$ cat src/rtl/mant_div_seq.sv
// mant_div_seq: sequential restoring divider for unsigned floating-point mantissas.
// Produces floor(a/b) and a mod b, one quotient bit per cycle (WIDTH cycles).
// Ports:
//   clk          single rising-edge clock
//   rst          synchronous active-high reset
//   start        request one division (accepted only when idle)
//   a, b         dividend / divisor mantissas (captured on accept)
//   busy         division in progress
//   done         one-cycle completion pulse
//   quotient     registered floor(a/b); all ones when b==0
//   remainder    registered a mod b; a when b==0
//   div_by_zero  last completed operation had b==0
module mant_div_seq #(
  parameter int unsigned WIDTH = 11
) (
  input  logic             clk,
  input  logic             rst,
  input  logic             start,
  input  logic [WIDTH-1:0] a,
  input  logic [WIDTH-1:0] b,
  output logic             busy,
  output logic             done,
  output logic [WIDTH-1:0] quotient,
  output logic [WIDTH-1:0] remainder,
  output logic             div_by_zero
);

  localparam int unsigned CW = (WIDTH > 1) ? $clog2(WIDTH) : 1;

  typedef enum logic [1:0] {IDLE, RUN, DONE} state_t;

  state_t           state, state_n;
  logic             pend, pend_n;        // DONE entered from b==0, completion not yet flagged
  logic [WIDTH-1:0] dvd, dvd_n;          // captured dividend, shifted out MSB first
  logic [WIDTH-1:0] dvs, dvs_n;          // captured divisor
  logic [WIDTH-1:0] p, p_n;              // partial remainder
  logic [WIDTH-1:0] q, q_n;              // quotient shift register
  logic [CW-1:0]    cnt, cnt_n;
  logic             busy_n, done_n, dz_n;
  logic [WIDTH-1:0] quotient_n, remainder_n;

  // Restoring step datapath: T = {P << 1, next dividend bit}, ripple subtract T - divisor.
  logic [WIDTH-1:0] t, diff;
  logic             c, borrow, take;

  always_comb begin
    t      = {p[WIDTH-2:0], dvd[WIDTH-1]};
    c      = p[WIDTH-1];
    diff   = '0;
    borrow = 1'b0;
    for (int i = 0; i < WIDTH; i++) begin
      diff[i] = t[i] ^ dvs[i] ^ borrow;
      borrow  = (~t[i] & dvs[i]) | (~(t[i] ^ dvs[i]) & borrow);
    end
    // A shifted-out 1 means the true 12-bit value already exceeds the divisor.
    take = c | ~borrow;
  end

  // Next-state and next-output logic.
  always_comb begin
    state_n     = state;
    pend_n      = pend;
    dvd_n       = dvd;
    dvs_n       = dvs;
    p_n         = p;
    q_n         = q;
    cnt_n       = cnt;
    busy_n      = busy;
    done_n      = 1'b0;
    quotient_n  = quotient;
    remainder_n = remainder;
    dz_n        = div_by_zero;

    unique case (state)
      IDLE: begin
        if (start) begin
          dvd_n  = a;
          dvs_n  = b;
          busy_n = 1'b1;
          if (b == '0) begin
            state_n = DONE;
            pend_n  = 1'b1;
          end else begin
            state_n = RUN;
            p_n     = '0;
            cnt_n   = '0;
          end
        end
      end

      RUN: begin
        dvd_n = {dvd[WIDTH-2:0], 1'b0};
        p_n   = take ? diff : t;
        q_n   = {q[WIDTH-2:0], take};
        cnt_n = cnt + CW'(1);
        if (cnt == CW'(WIDTH - 1)) begin
          state_n     = DONE;
          busy_n      = 1'b0;
          done_n      = 1'b1;
          quotient_n  = {q[WIDTH-2:0], take};
          remainder_n = take ? diff : t;
          dz_n        = 1'b0;
        end
      end

      DONE: begin
        if (pend) begin
          // Divide-by-zero completes one cycle after acceptance.
          pend_n      = 1'b0;
          busy_n      = 1'b0;
          done_n      = 1'b1;
          quotient_n  = '1;
          remainder_n = dvd;
          dz_n        = 1'b1;
        end else begin
          state_n = IDLE;
        end
      end

      default: state_n = IDLE;
    endcase
  end

  // State and output registers.
  always_ff @(posedge clk) begin
    if (rst) begin
      state       <= IDLE;
      pend        <= 1'b0;
      dvd         <= '0;
      dvs         <= '0;
      p           <= '0;
      q           <= '0;
      cnt         <= '0;
      busy        <= 1'b0;
      done        <= 1'b0;
      quotient    <= '0;
      remainder   <= '0;
      div_by_zero <= 1'b0;
    end else begin
      state       <= state_n;
      pend        <= pend_n;
      dvd         <= dvd_n;
      dvs         <= dvs_n;
      p           <= p_n;
      q           <= q_n;
      cnt         <= cnt_n;
      busy        <= busy_n;
      done        <= done_n;
      quotient    <= quotient_n;
      remainder   <= remainder_n;
      div_by_zero <= dz_n;
    end
  end

endmodule

$ cat config.mk
export PLATFORM = sky130hd
export DESIGN_NAME = mant_div_seq
export DESIGN_NICKNAME = d
export VERILOG_FILES = /design/src/rtl/mant_div_seq.sv
export SDC_FILE = /design/constraint.sdc
export NUM_CORES = 1
export LEC_CHECK = 0
export ABC_AREA = 1
export CORE_MARGIN = 5
export CORE_UTILIZATION = 54
export DETAILED_ROUTE_END_ITERATION = 10
export PLACE_DENSITY = 0.9
export SYNTH_ARGS = -nofsm -noshare
export SYNTH_HDL_FRONTEND = slang
export SYNTH_SLANG_ARGS = --single-unit
$ cat constraint.sdc
create_clock -name clk -period 6.7 [get_ports clk]
set_clock_uncertainty 0.05 [all_clocks]
set_input_delay 1.34 -clock clk [delete_from_list [all_inputs] [get_ports clk]]
set_output_delay 1.34 -clock clk [all_outputs]
set_load 0.1 [all_outputs]
---- Word level (Yosys, flattened, before mapping) ----
Cells that the tools add are included.
storage, ports and cells
  output and inout bits ................... 25
  word-level logic and storage cells ...... 142
  input port bits ......................... 25
  register bits after elaboration ......... 75
operators by class
  add/subtract/negate cells ............... 1
  equality and inequality tests ........... 9
  reductions and logical operators ........ 13
  bitwise operators ....................... 75
  muxes and demuxes ....................... 32
operators with widths
  operator                                       count
  two-way mux 11 bit                             8
  one-hot mux 11 bit (2 select lines)            4
  NOT 1 bit                                      22
  bitwise AND 1 bit                              21
  XOR 1 bit                                      21
  != test 2 bit, second input constant           6
  AND reduction 3 bit                            4
  zero test 11 bit                               1
  OR 1 bit                                       11
  two-way mux 1 bit                              8
  two-way mux 2 bit                              4
  two-way mux 4 bit                              2
  one-hot mux 4 bit (2 select lines)             1
  one-hot mux 1 bit (2 select lines)             3
  one-hot mux 2 bit (3 select lines)             1
  nonzero test 2 bit                             3
  adder 4 x 1 -> 4 bit, second input constant    1
  == test 4 bit, second input constant           1
  AND reduction 2 bit                            2
  AND reduction 4 bit                            1
  one-hot mux 1 bit (3 select lines)             1
  nonzero test 3 bit                             1
  == test 2 x 1 -> 1 bit, second input constant  1
  == test 2 bit, second input constant           1
  zero test 2 bit                                1

---- Longest topological paths before layout ----
Gate-level depths: netlist (run 1).
  depth after elaboration ................. 27
  mapped depth ............................ 21
  mapped depth without buffers ............ 20

---- Least setup slack after synthesis (run 1) ----
No wires, ideal clock.
  path kind ............................... register -> register
  from .................................... register dvd[10]
  to ...................................... register remainder[10]
  arrival ................................. 4.604 ns
  library setup time ...................... 0.119 ns
  setup slack ............................. 1.926 ns
  path buffers ............................ 1
  cell stages (with the launch flop) ...... 21
  cells stage by stage .................... dfxtp_1 -> inv_1 -> ha_1 -> inv_1 -> fa_1 -> fa_1 -> fa_1 -> fa_1 -> fa_1 -> fa_1 -> fa_1 -> fa_1 -> inv_1 -> fa_1 -> fa_1 -> nand2_2 -> buf_2 -> o21ai_0 -> o21ai_0 -> nor2_1 -> nor2_1
between the ends
  longest elaborated chain between the ends .. 27
RTL lines
  element                                  line  text
  start: declaration                       34    logic [WIDTH-1:0] dvd, dvd_n;
  start signal: assignment                 142   dvd <= dvd_n;
  NOT 1 bit                                53    borrow = (~t[i] & dvs[i]) | (~(t[i] ^ dvs[i]) & borrow);
  bitwise AND 1 bit (2 in series)          53
  OR 1 bit                                 53
  bitwise AND 1 bit                        53
  OR 1 bit                                 53
  bitwise AND 1 bit                        53
  OR 1 bit                                 53
  bitwise AND 1 bit                        53
  [10 not listed]                          --
  OR 1 bit                                 53
  bitwise AND 1 bit                        53
  OR 1 bit                                 53
  NOT 1 bit                                56    take = c | ~borrow;
  OR 1 bit                                 56
  two-way mux 11 bit                       101   remainder_n = take ? diff : t;
  two-way mux 11 bit                       96    if (cnt == CW'(WIDTH - 1)) begin
  one-hot mux 11 bit (2 select lines) (*)  74    unique case (state)
  end signal: assignment                   150   remainder <= remainder_n;
  end: declaration                         24    output logic [WIDTH-1:0] remainder,
Every way passes the cells marked *; elsewhere a longest branch is shown, timed or not. The select of a mux whose other input is x is not followed.
A chain may end at the register's enable or synchronous reset.

---- Worst setup path in the final report (run 1) ----
  from .................................... register dvd[10]
  to ...................................... register remainder[0]
between the ends
  longest elaborated chain between the ends .. 27
RTL lines
  element                                  line
  NOT 1 bit                                53
  bitwise AND 1 bit (2 in series)          53
  OR 1 bit                                 53
  bitwise AND 1 bit                        53
  OR 1 bit                                 53
  bitwise AND 1 bit                        53
  OR 1 bit                                 53
  bitwise AND 1 bit                        53
  [10 not listed]                          --
  OR 1 bit                                 53
  bitwise AND 1 bit                        53
  OR 1 bit                                 53
  NOT 1 bit                                56
  OR 1 bit                                 56
  two-way mux 11 bit (*)                   101
  two-way mux 11 bit (*)                   96
  one-hot mux 11 bit (2 select lines) (*)  74
Marked as above.

==> impl_table.tex, run 1 <==
\begin{tabular}{lr}
\hline
Metric & Value \\
\hline
\multicolumn{2}{l}{\textbf{CTS}} \\
\quad Cells resized by post-CTS repair & 0 \\
\quad Insertion delay to the later sink of the worst-skew pair & 0.36 ns \\
\quad Deepest level of the CTS H-tree & 3 \\
\quad Setup fix buffers added after clock tree synthesis & 0 \\
\quad \# hold bufs at CTS & 0 \\
\quad Number of sinks driven by the clock tree & 75 \\
\quad Clock transition time at the flip-flop clock pins of the worst setup and hold paths & 0.09 ns \\
\quad TritonCTS clock tree & yes \\
\quad Buffers from clock root to sink, at most & 2 \\
\quad Number of buffers inserted during clock tree synthesis & 9 \\
\quad CTS root buffer & clkbuf\_8 \\
\multicolumn{2}{l}{\textbf{STA}} \\
\quad Setup\_tns & 0 ns \\
\quad Final hold vios & 0 \\
\quad Period utilisation layout & 79.77\% \\
\quad Relative slew margins & 20.93\% \\
\quad RSZ-0062 raised after global routing & no \\
\quad Count of final setup violators & 0 \\
\quad Pins over their slew limit & 0 \\
\quad Upper clock frequency limit & 187.1 MHz \\
\quad Worst-Margin Slew & 1.186 ns \\
\quad Final worst path period need & 5.345 ns \\
\multicolumn{2}{l}{\textbf{Placed design}} \\
\quad Total of buffers placed on input and output ports & 49 \\
\quad Placer's final routability congestion estimate & 0.8503 \\
\quad Placed wire-length estimate & 5771 um \\
\multicolumn{2}{l}{\textbf{Yosys}} \\
\quad Share of flip-flops with an asynchronous set or reset & 0\% \\
\quad Simple-gate share of the synthesized area & 24.53\% \\
\quad Portion of the post-synthesis area used by sequential elements & 41.93\% \\
\quad Mux contribution to synthesized area & 0\% \\
\quad Combinational family with the most area after synthesis & simple AND/OR/NAND/NOR gates \\
\quad Commonest register cell after synthesis & dfxtp\_1 \\
\quad Ranking of synthesized cells by area & dfxtp\_1 42\%, o21ai\_0 9.8\%, nor2\_1 9.6\% \\
\quad List of most frequent post-synthesis cells & 92 x nor2\_1, 91 x nand2\_1, 75 x dfxtp\_1 \\
\quad Net count of the mapped netlist & 533 \\
\quad Synth cell types & 29 \\
\quad Synth Area in XOR/XNOR & 0.2446\% \\
\quad Area fraction in compound gates after synthesis & 16.63\% \\
\quad Library cell occupying the most area in the post-synthesis netlist & dfxtp\_1 \\
\quad Mean instance size in the synthesized netlist & 7.278 um2 \\
\quad Flip-flop and latch count after synthesis & 75 \\
\quad Share of synthesized cell area in full adder, half adder and majority cells & 7.687\% \\
\quad Netlist area before placement & 3581 um2 \\
\quad Number of warnings issued by yosys & 0 \\
\quad Top-count cell post-synth & nor2\_1 \\
\quad EDFF count, synth & 0 \\
\quad Proportion of netlist area held by the largest area contributor & 41.93\% \\
\quad Number of cells produced by synthesis & 492 \\
\multicolumn{2}{l}{\textbf{Die}} \\
\quad Area of the die & 8360 um2 \\
\quad Height of the die & 91.44 um \\
\quad Area of the core & 6386 um2 \\
\quad Starting utilization of the core area & 56.07\% \\
\quad Number of top-level pins & 50 \\
\quad Number of cell rows & 29 \\
\quad Die width & 91.44 um \\
\multicolumn{2}{l}{\textbf{Global route}} \\
\quad Global-route wire length before repair & 14370 um \\
\quad Maximum number of pins on one net before global-route repair & 66 \\
\quad Global-route usage over all layers & 20.95\% \\
\quad Number of global-route vias before repair & 3139 \\
\quad Total grt overflow & 0 \\
\quad Antenna violations before repair & 0 \\
\multicolumn{2}{l}{\textbf{Routing}} \\
\quad Pre-Repair DR Iteration Count & 4 \\
\quad Final Routed Wirelength & 8664 um \\
\quad Post-DR wirelength/cell & 14.25 um \\
\quad Number of violations reported at the end of detailed-routing iteration 0 & 215 \\
\quad Residual DRC & 0 \\
\quad Vias & 3288 \\
\quad Post-detailed-route count of antenna-violating nets & 0 \\
\quad Average via count per standard cell & 5.408 \\
\multicolumn{2}{l}{\textbf{Finish}} \\
\quad Number of diodes added for antenna fixing & 0 \\
\quad Fraction of layout cells with a size suffix above 1 & 5.273\% \\
\quad Finished Core Util & 66.07\% \\
\quad \# fillers & 533 \\
\quad Total number of nets in the final design & 567 \\
\quad Post-synthesis to final-layout area growth & 17.82\% \\
\multicolumn{2}{l}{\textbf{Worst setup path}} \\
\quad Worst setup path startpoint & dvd[10]\$\_SDFFE\_PP0P\_ \\
\quad Cell count of the worst reg-to-reg path & 19 \\
\quad Maximum fanout along the worst path & 27 \\
\quad Arrival time of data at the critical path endpoint & 5.53 ns \\
\quad CP Launch Type & flip-flop \\
\quad Setup slack on the worst flop-to-flop path & 1.36 ns \\
\quad Startpoint of the worst-slack reg-to-reg timing path & dvd[10]\$\_SDFFE\_PP0P\_ \\
\quad Worst Setup End Kind & flip-flop \\
\quad End of the worst register-to-register path & remainder[0]\$\_SDFFE\_PP0P\_ \\
\quad Worst Path Required & 6.88 ns \\
\quad CP Class & reg -> reg \\
\multicolumn{2}{l}{\textbf{Hold path}} \\
\quad Hold-critical path endpoint & div\_by\_zero\$\_SDFFE\_PP0P\_ \\
\quad Cells on Worst Hold Path & 2 \\
\quad Path category of the worst min-delay check & reg -> reg \\
\quad Worst Min Path Start & div\_by\_zero\$\_SDFFE\_PP0P\_ \\
\multicolumn{2}{l}{\textbf{Status}} \\
\quad Result of the run & finished, final reports clean \\
\multicolumn{2}{l}{\textbf{Job}} \\
\quad Max-cap violations & 0 \\
\hline
\end{tabular}
[critical path, cell delays in order, from the launching register on]
cell	delay (ns)
dfxtp_1	0.34
inv_1	0.06
ha_1	0.13
inv_1	0.05
fa_1	0.38
fa_1	0.38
fa_1	0.40
fa_1	0.40
fa_1	0.39
fa_1	0.39
fa_1	0.39
fa_1	0.38
inv_1	0.09
fa_1	0.20
fa_1	0.23
nand2_2	0.29
o21ai_0	0.41
o21ai_0	0.13
nand2_1	0.08
a21oi_1	0.07
[per-layer routing]
| metal | vias up | GRT usage, % | part of all wire, % |
|---|---|---|---|
| li1 | 1641 | - | - |
| met1 | 1507 | 25.48 | 42 |
| met5 | - | 0 | 0 |
| met2 | 118 | 35.14 | 50 |
| met4 | 0 | 11.37 | 2.6 |
| met3 | 22 | 3.471 | 5.4 |
[sequential cells by signal, summed over array words and instances (netlist names)]
signal / count
dvd: 11
dvs: 11
p: 11
quotient: 11
remainder: 11
q: 10
cnt: 4
state: 2
busy: 1
div_by_zero: 1
done: 1
pend: 1
[through the flow]
stage               setup WS (ns)  cells  hold slack [ns]  instance area (um2)
floorplan                   1.926    492           0.4021                 3581
finish                      1.355    608           0.4211                 4219
global placement            1.655    592           0.4055                 4034
detailed placement          1.418    592           0.4119                 4034
global route                1.086    608           0.4562                 4219
CTS                         1.401    608           0.4244                 4219
[area by class of cell]
type | count | area, um2 | share of cell area (%)
multi-input combinational | 345 | 1758 | 41.67
sequential | 75 | 1501 | 35.59
timing repair buffer | 53 | 520.5 | 12.34
inverter | 42 | 157.7 | 3.737
clock buffer | 10 | 137.6 | 3.262
tap | 77 | 96.34 | 2.284
clock inverter | 6 | 47.55 | 1.127
[cell families (layout without fill, tap and decap cells)]
group | after synthesis | after routing
AOI/OAI and AO/OA | 112 | 112
buffers and inverters | 72 | 111
adders and majority gates | 16 | 16
xor gates and xnor gates | 1 | 1
and+or+nand+nor | 216 | 216
DFF | 75 | 75
[how the worst max path moves through the flow]
stage	end	slack (ns)	cells after the start
2_1_floorplan	remainder[10]$_SDFFE_PP0P_	1.93	20
3_3_place_gp	remainder[0]$_SDFFE_PP0P_	1.66	19
3_5_place_dp	remainder[0]$_SDFFE_PP0P_	1.42	19
4_1_cts	remainder[4]$_SDFFE_PP0P_	1.40	19
5_1_grt	remainder[9]$_SDFFE_PP0P_	1.09	20
6_report	remainder[0]$_SDFFE_PP0P_	1.36	19
[cell usage in the layout (no fill, tap or decap), drive strengths merged]
| cell type | netlist | final |
|---|---|---|
| clkinvlp | 0 | 1 |
| clkinv | 0 | 4 |
| nand4 | 1 | 1 |
| and2 | 1 | 1 |
| ha | 6 | 6 |
| o211ai | 4 | 4 |
| clkdlybuf4s50 | 0 | 49 |
| buf | 15 | 4 |
| o21bai | 3 | 3 |
| dfxtp | 75 | 75 |
| nand2 | 94 | 94 |
| or2 | 1 | 1 |
| xnor2 | 1 | 1 |
| o21ai | 72 | 72 |
| nand3 | 15 | 15 |
| a31oi | 11 | 11 |
| inv | 42 | 43 |
| nor2 | 93 | 93 |
| a21oi | 22 | 22 |
| nor3 | 11 | 11 |
| fa | 10 | 10 |
| clkbuf | 15 | 10 |
Power of run 1 is not shown: default switching activity piles up to over one toggle a cycle in this logic, so the estimate is an artifact.
==> run 2, diff against run 1 <==
Settings changed: CORE_UTILIZATION 54 to 49, PLACE_DENSITY 0.9 to 0.87.
Clock period 6.7 ns to 4.8 ns, I/O delays scaled along.
==> run 2 against run 1 <==
  * Via count rose by 0.58%
  * First-iteration DRC count fell by 25%
  * Utilization fell by 5.0 points
  * Final cell count rose by 4.9%
  * Critical path depth rose by 1
==> impl_table.tex, run 2 (synthesis gave the netlist of run 1 again) <==
\begin{tabular}{lr}
\hline
Metric & Value \\
\hline
\multicolumn{2}{l}{\textbf{CTS}} \\
\quad Insertion delay to the later sink of the worst-skew pair & 0.36 ns \\
\quad Number of buffers inserted during clock tree synthesis & 9 \\
\quad Number of sinks driven by the clock tree & 75 \\
\quad Clock transition time at the flip-flop clock pins of the worst setup and hold paths & 0.08 ns \\
\quad CTS root buffer & clkbuf\_8 \\
\quad Buffers from clock root to sink, at most & 2 \\
\quad \# hold bufs at CTS & 0 \\
\quad Setup fix buffers added after clock tree synthesis & 0 \\
\quad Deepest level of the CTS H-tree & 3 \\
\quad TritonCTS clock tree & yes \\
\multicolumn{2}{l}{\textbf{Job}} \\
\quad Max-cap violations & 0 \\
\multicolumn{2}{l}{\textbf{Finish}} \\
\quad Post-synthesis to final-layout area growth & 22.40\% \\
\quad Fin area & 4383 um2 \\
\quad Area taken by flip-flops and latches & 1503 um2 \\
\quad Most common cell after layout, fill and taps aside & nor2\_1 \\
\quad Fraction of layout cells with a size suffix above 1 & 9.833\% \\
\quad Multi-input combinational cell area & 1804 um2 \\
\quad \# fillers & 654 \\
\quad Commonest non-fill, non-tap cells in the layout & 91 x nor2\_1, 90 x nand2\_1, 74 x dfxtp\_1 \\
\quad Total number of nets in the final design & 575 \\
\quad Number of diodes added for antenna fixing & 0 \\
\multicolumn{2}{l}{\textbf{Die}} \\
\quad Die width & 95.49 um \\
\quad Height of the die & 95.49 um \\
\quad Area of the core & 7176 um2 \\
\quad Area of the die & 9117 um2 \\
\quad Number of top-level pins & 50 \\
\quad Starting utilization of the core area & 49.90\% \\
\quad Number of cell rows & 31 \\
\multicolumn{2}{l}{\textbf{Routing}} \\
\quad Average via count per standard cell & 5.183 \\
\quad Vias & 3307 \\
\quad Final Routed Wirelength & 8558 um \\
\quad Pre-Repair DR Iteration Count & 5 \\
\quad Post-DR wirelength/cell & 13.41 um \\
\quad Residual DRC & 0 \\
\quad Number of violations reported at the end of detailed-routing iteration 0 & 161 \\
\quad Post-detailed-route count of antenna-violating nets & 0 \\
\multicolumn{2}{l}{\textbf{Worst setup path}} \\
\quad CP Launch Type & flip-flop \\
\quad Most used cell, CP & fa\_2 \\
\quad Maximum fanout along the worst path & 7 \\
\quad Startpoint of the worst-slack reg-to-reg timing path & dvd[10]\$\_SDFFE\_PP0P\_ \\
\quad End of the worst register-to-register path & remainder[6]\$\_SDFFE\_PP0P\_ \\
\quad CP Class & reg -> reg \\
\quad Critical Path Max Stage Delay & 0.35 ns \\
\quad Arrival time of data at the critical path endpoint & 4.83 ns \\
\quad Worst Path Required & 4.98 ns \\
\quad Family of cells with the greatest summed delay on the critical path & adder cells \\
\quad Cell count of the worst reg-to-reg path & 20 \\
\quad Worst Setup End Kind & flip-flop \\
\quad Worst path cell trace & inv\_1 > ha\_1 > inv\_1 > fa\_2 > fa\_2 > fa\_2 > fa\_2 > fa\_2 > fa\_2 > fa\_2 > fa\_2 > inv\_2 > fa\_2 > fa\_2 > nand2\_4 > buf\_6 > o21ai\_0 > o21ai\_1 > nand2\_1 > a21oi\_2 \\
\quad Setup slack on the worst flop-to-flop path & 0.15 ns \\
\quad Total buffers and inverters traversed by the critical path & 4 \\
\quad Slowest-stage cell, CP & fa\_2 \\
\multicolumn{2}{l}{\textbf{Global route}} \\
\quad Global-route wire length before repair & 14610 um \\
\quad Maximum number of pins on one net before global-route repair & 38 \\
\quad Number of global-route vias before repair & 3170 \\
\quad Total grt overflow & 0 \\
\quad Global-route usage over all layers & 20.52\% \\
\quad Antenna violations before repair & 0 \\
\multicolumn{2}{l}{\textbf{STA}} \\
\quad Final hold vios & 0 \\
\quad Count of final setup violators & 0 \\
\quad Upper clock frequency limit & 215.2 MHz \\
\quad Pins over their slew limit & 0 \\
\quad RSZ-0062 raised after global routing & yes \\
\quad Period utilisation layout & 96.82\% \\
\quad Worst-Margin Slew & 0.9766 ns \\
\quad Final worst path period need & 4.647 ns \\
\quad Relative slew margins & 34.69\% \\
\multicolumn{2}{l}{\textbf{Placed design}} \\
\quad Placer's final routability congestion estimate & 0.9133 \\
\quad Placed wire-length estimate & 6002 um \\
\quad Total of buffers placed on input and output ports & 49 \\
\quad Dpl cell area & 4121 um2 \\
\multicolumn{2}{l}{\textbf{Hold path}} \\
\quad Cells on Worst Hold Path & 2 \\
\quad Path category of the worst min-delay check & reg -> reg \\
\quad Worst Min Path Start & div\_by\_zero\$\_SDFFE\_PP0P\_ \\
\quad Hold-critical path endpoint & div\_by\_zero\$\_SDFFE\_PP0P\_ \\
\multicolumn{2}{l}{\textbf{Status}} \\
\quad Result of the run & finished, final reports clean \\
\hline
\end{tabular}
[run 2: cell types whose count changed in the layout (fill, tap and decap cells not counted), sizes merged]
cell	before	now
bufinv	0	1
clkinvlp	1	2
buf	4	12
clkbuf	10	9
clkinv	4	0
inv	43	46
[run 2: final cells by class]
type	count	share of cell area, %
multi-input cells	345	41.16
clock inverters	7	1.884
flip-flops and latches	75	34.28
well taps	99	2.826
inverters	42	3.597
clock buffers	9	2.826
repair buffers	61	13.42
[run 2: what timing repair did]
action,CTS,global route
resized for setup,12,19
endpoints found under the setup margin,22,21
pin swaps,1,4
[run 2: per-layer routing]
layer  global-route usage [%]  part of all wire [%]  wire length [um]  vias up
met4                    8.412                   2.8               240        0
met1                    25.42                    42              3634     1524
li1                         -                     -                 -     1663
met5                        0                     0                 0        -
met3                    4.341                   5.4               464       23
met2                    34.64                    49              4218       97
[run 2: how the worst max path moves through the flow]
stage,startpoint,endpoint,slack (ns),cells past startpoint
floorplan,dvd[10]$_SDFFE_PP0P_,remainder[10]$_SDFFE_PP0P_,0.03,20
global placement,dvd[10]$_SDFFE_PP0P_,remainder[3]$_SDFFE_PP0P_,-0.16,20
detailed placement,dvd[10]$_SDFFE_PP0P_,remainder[9]$_SDFFE_PP0P_,-0.22,21
CTS,dvd[10]$_SDFFE_PP0P_,remainder[9]$_SDFFE_PP0P_,0.04,21
global route,dvd[10]$_SDFFE_PP0P_,remainder[0]$_SDFFE_PP0P_,-0.03,21
finish,dvd[10]$_SDFFE_PP0P_,remainder[6]$_SDFFE_PP0P_,0.15,20
[run 2: worst reg2reg max path, delay by kind of cell, from the launching register on]
family | cells | cell delay, ns
simple gates | 2 | 0.17
flops | 1 | 0.33
fa+ha+maj | 11 | 3.33
buf+inv | 4 | 0.30
compound gates | 3 | 0.36
[run 2: per-stage QoR]
stage          setup TNS [ns]  hold slack (ns)  cells  util (%)  setup WS, ns
2_1_floorplan               0           0.4021    492         -       0.02636
3_3_place_gp           -1.246           0.4048    622     57.44       -0.1610
3_5_place_dp           -2.884           0.4054    622     57.44       -0.2220
4_1_cts                     0           0.4186    638     60.59       0.04497
5_1_grt              -0.04279           0.4366    638     61.08      -0.02945
6_report                    0           0.4153    638     61.08        0.1528
Power of run 2 is left out for the same reason.
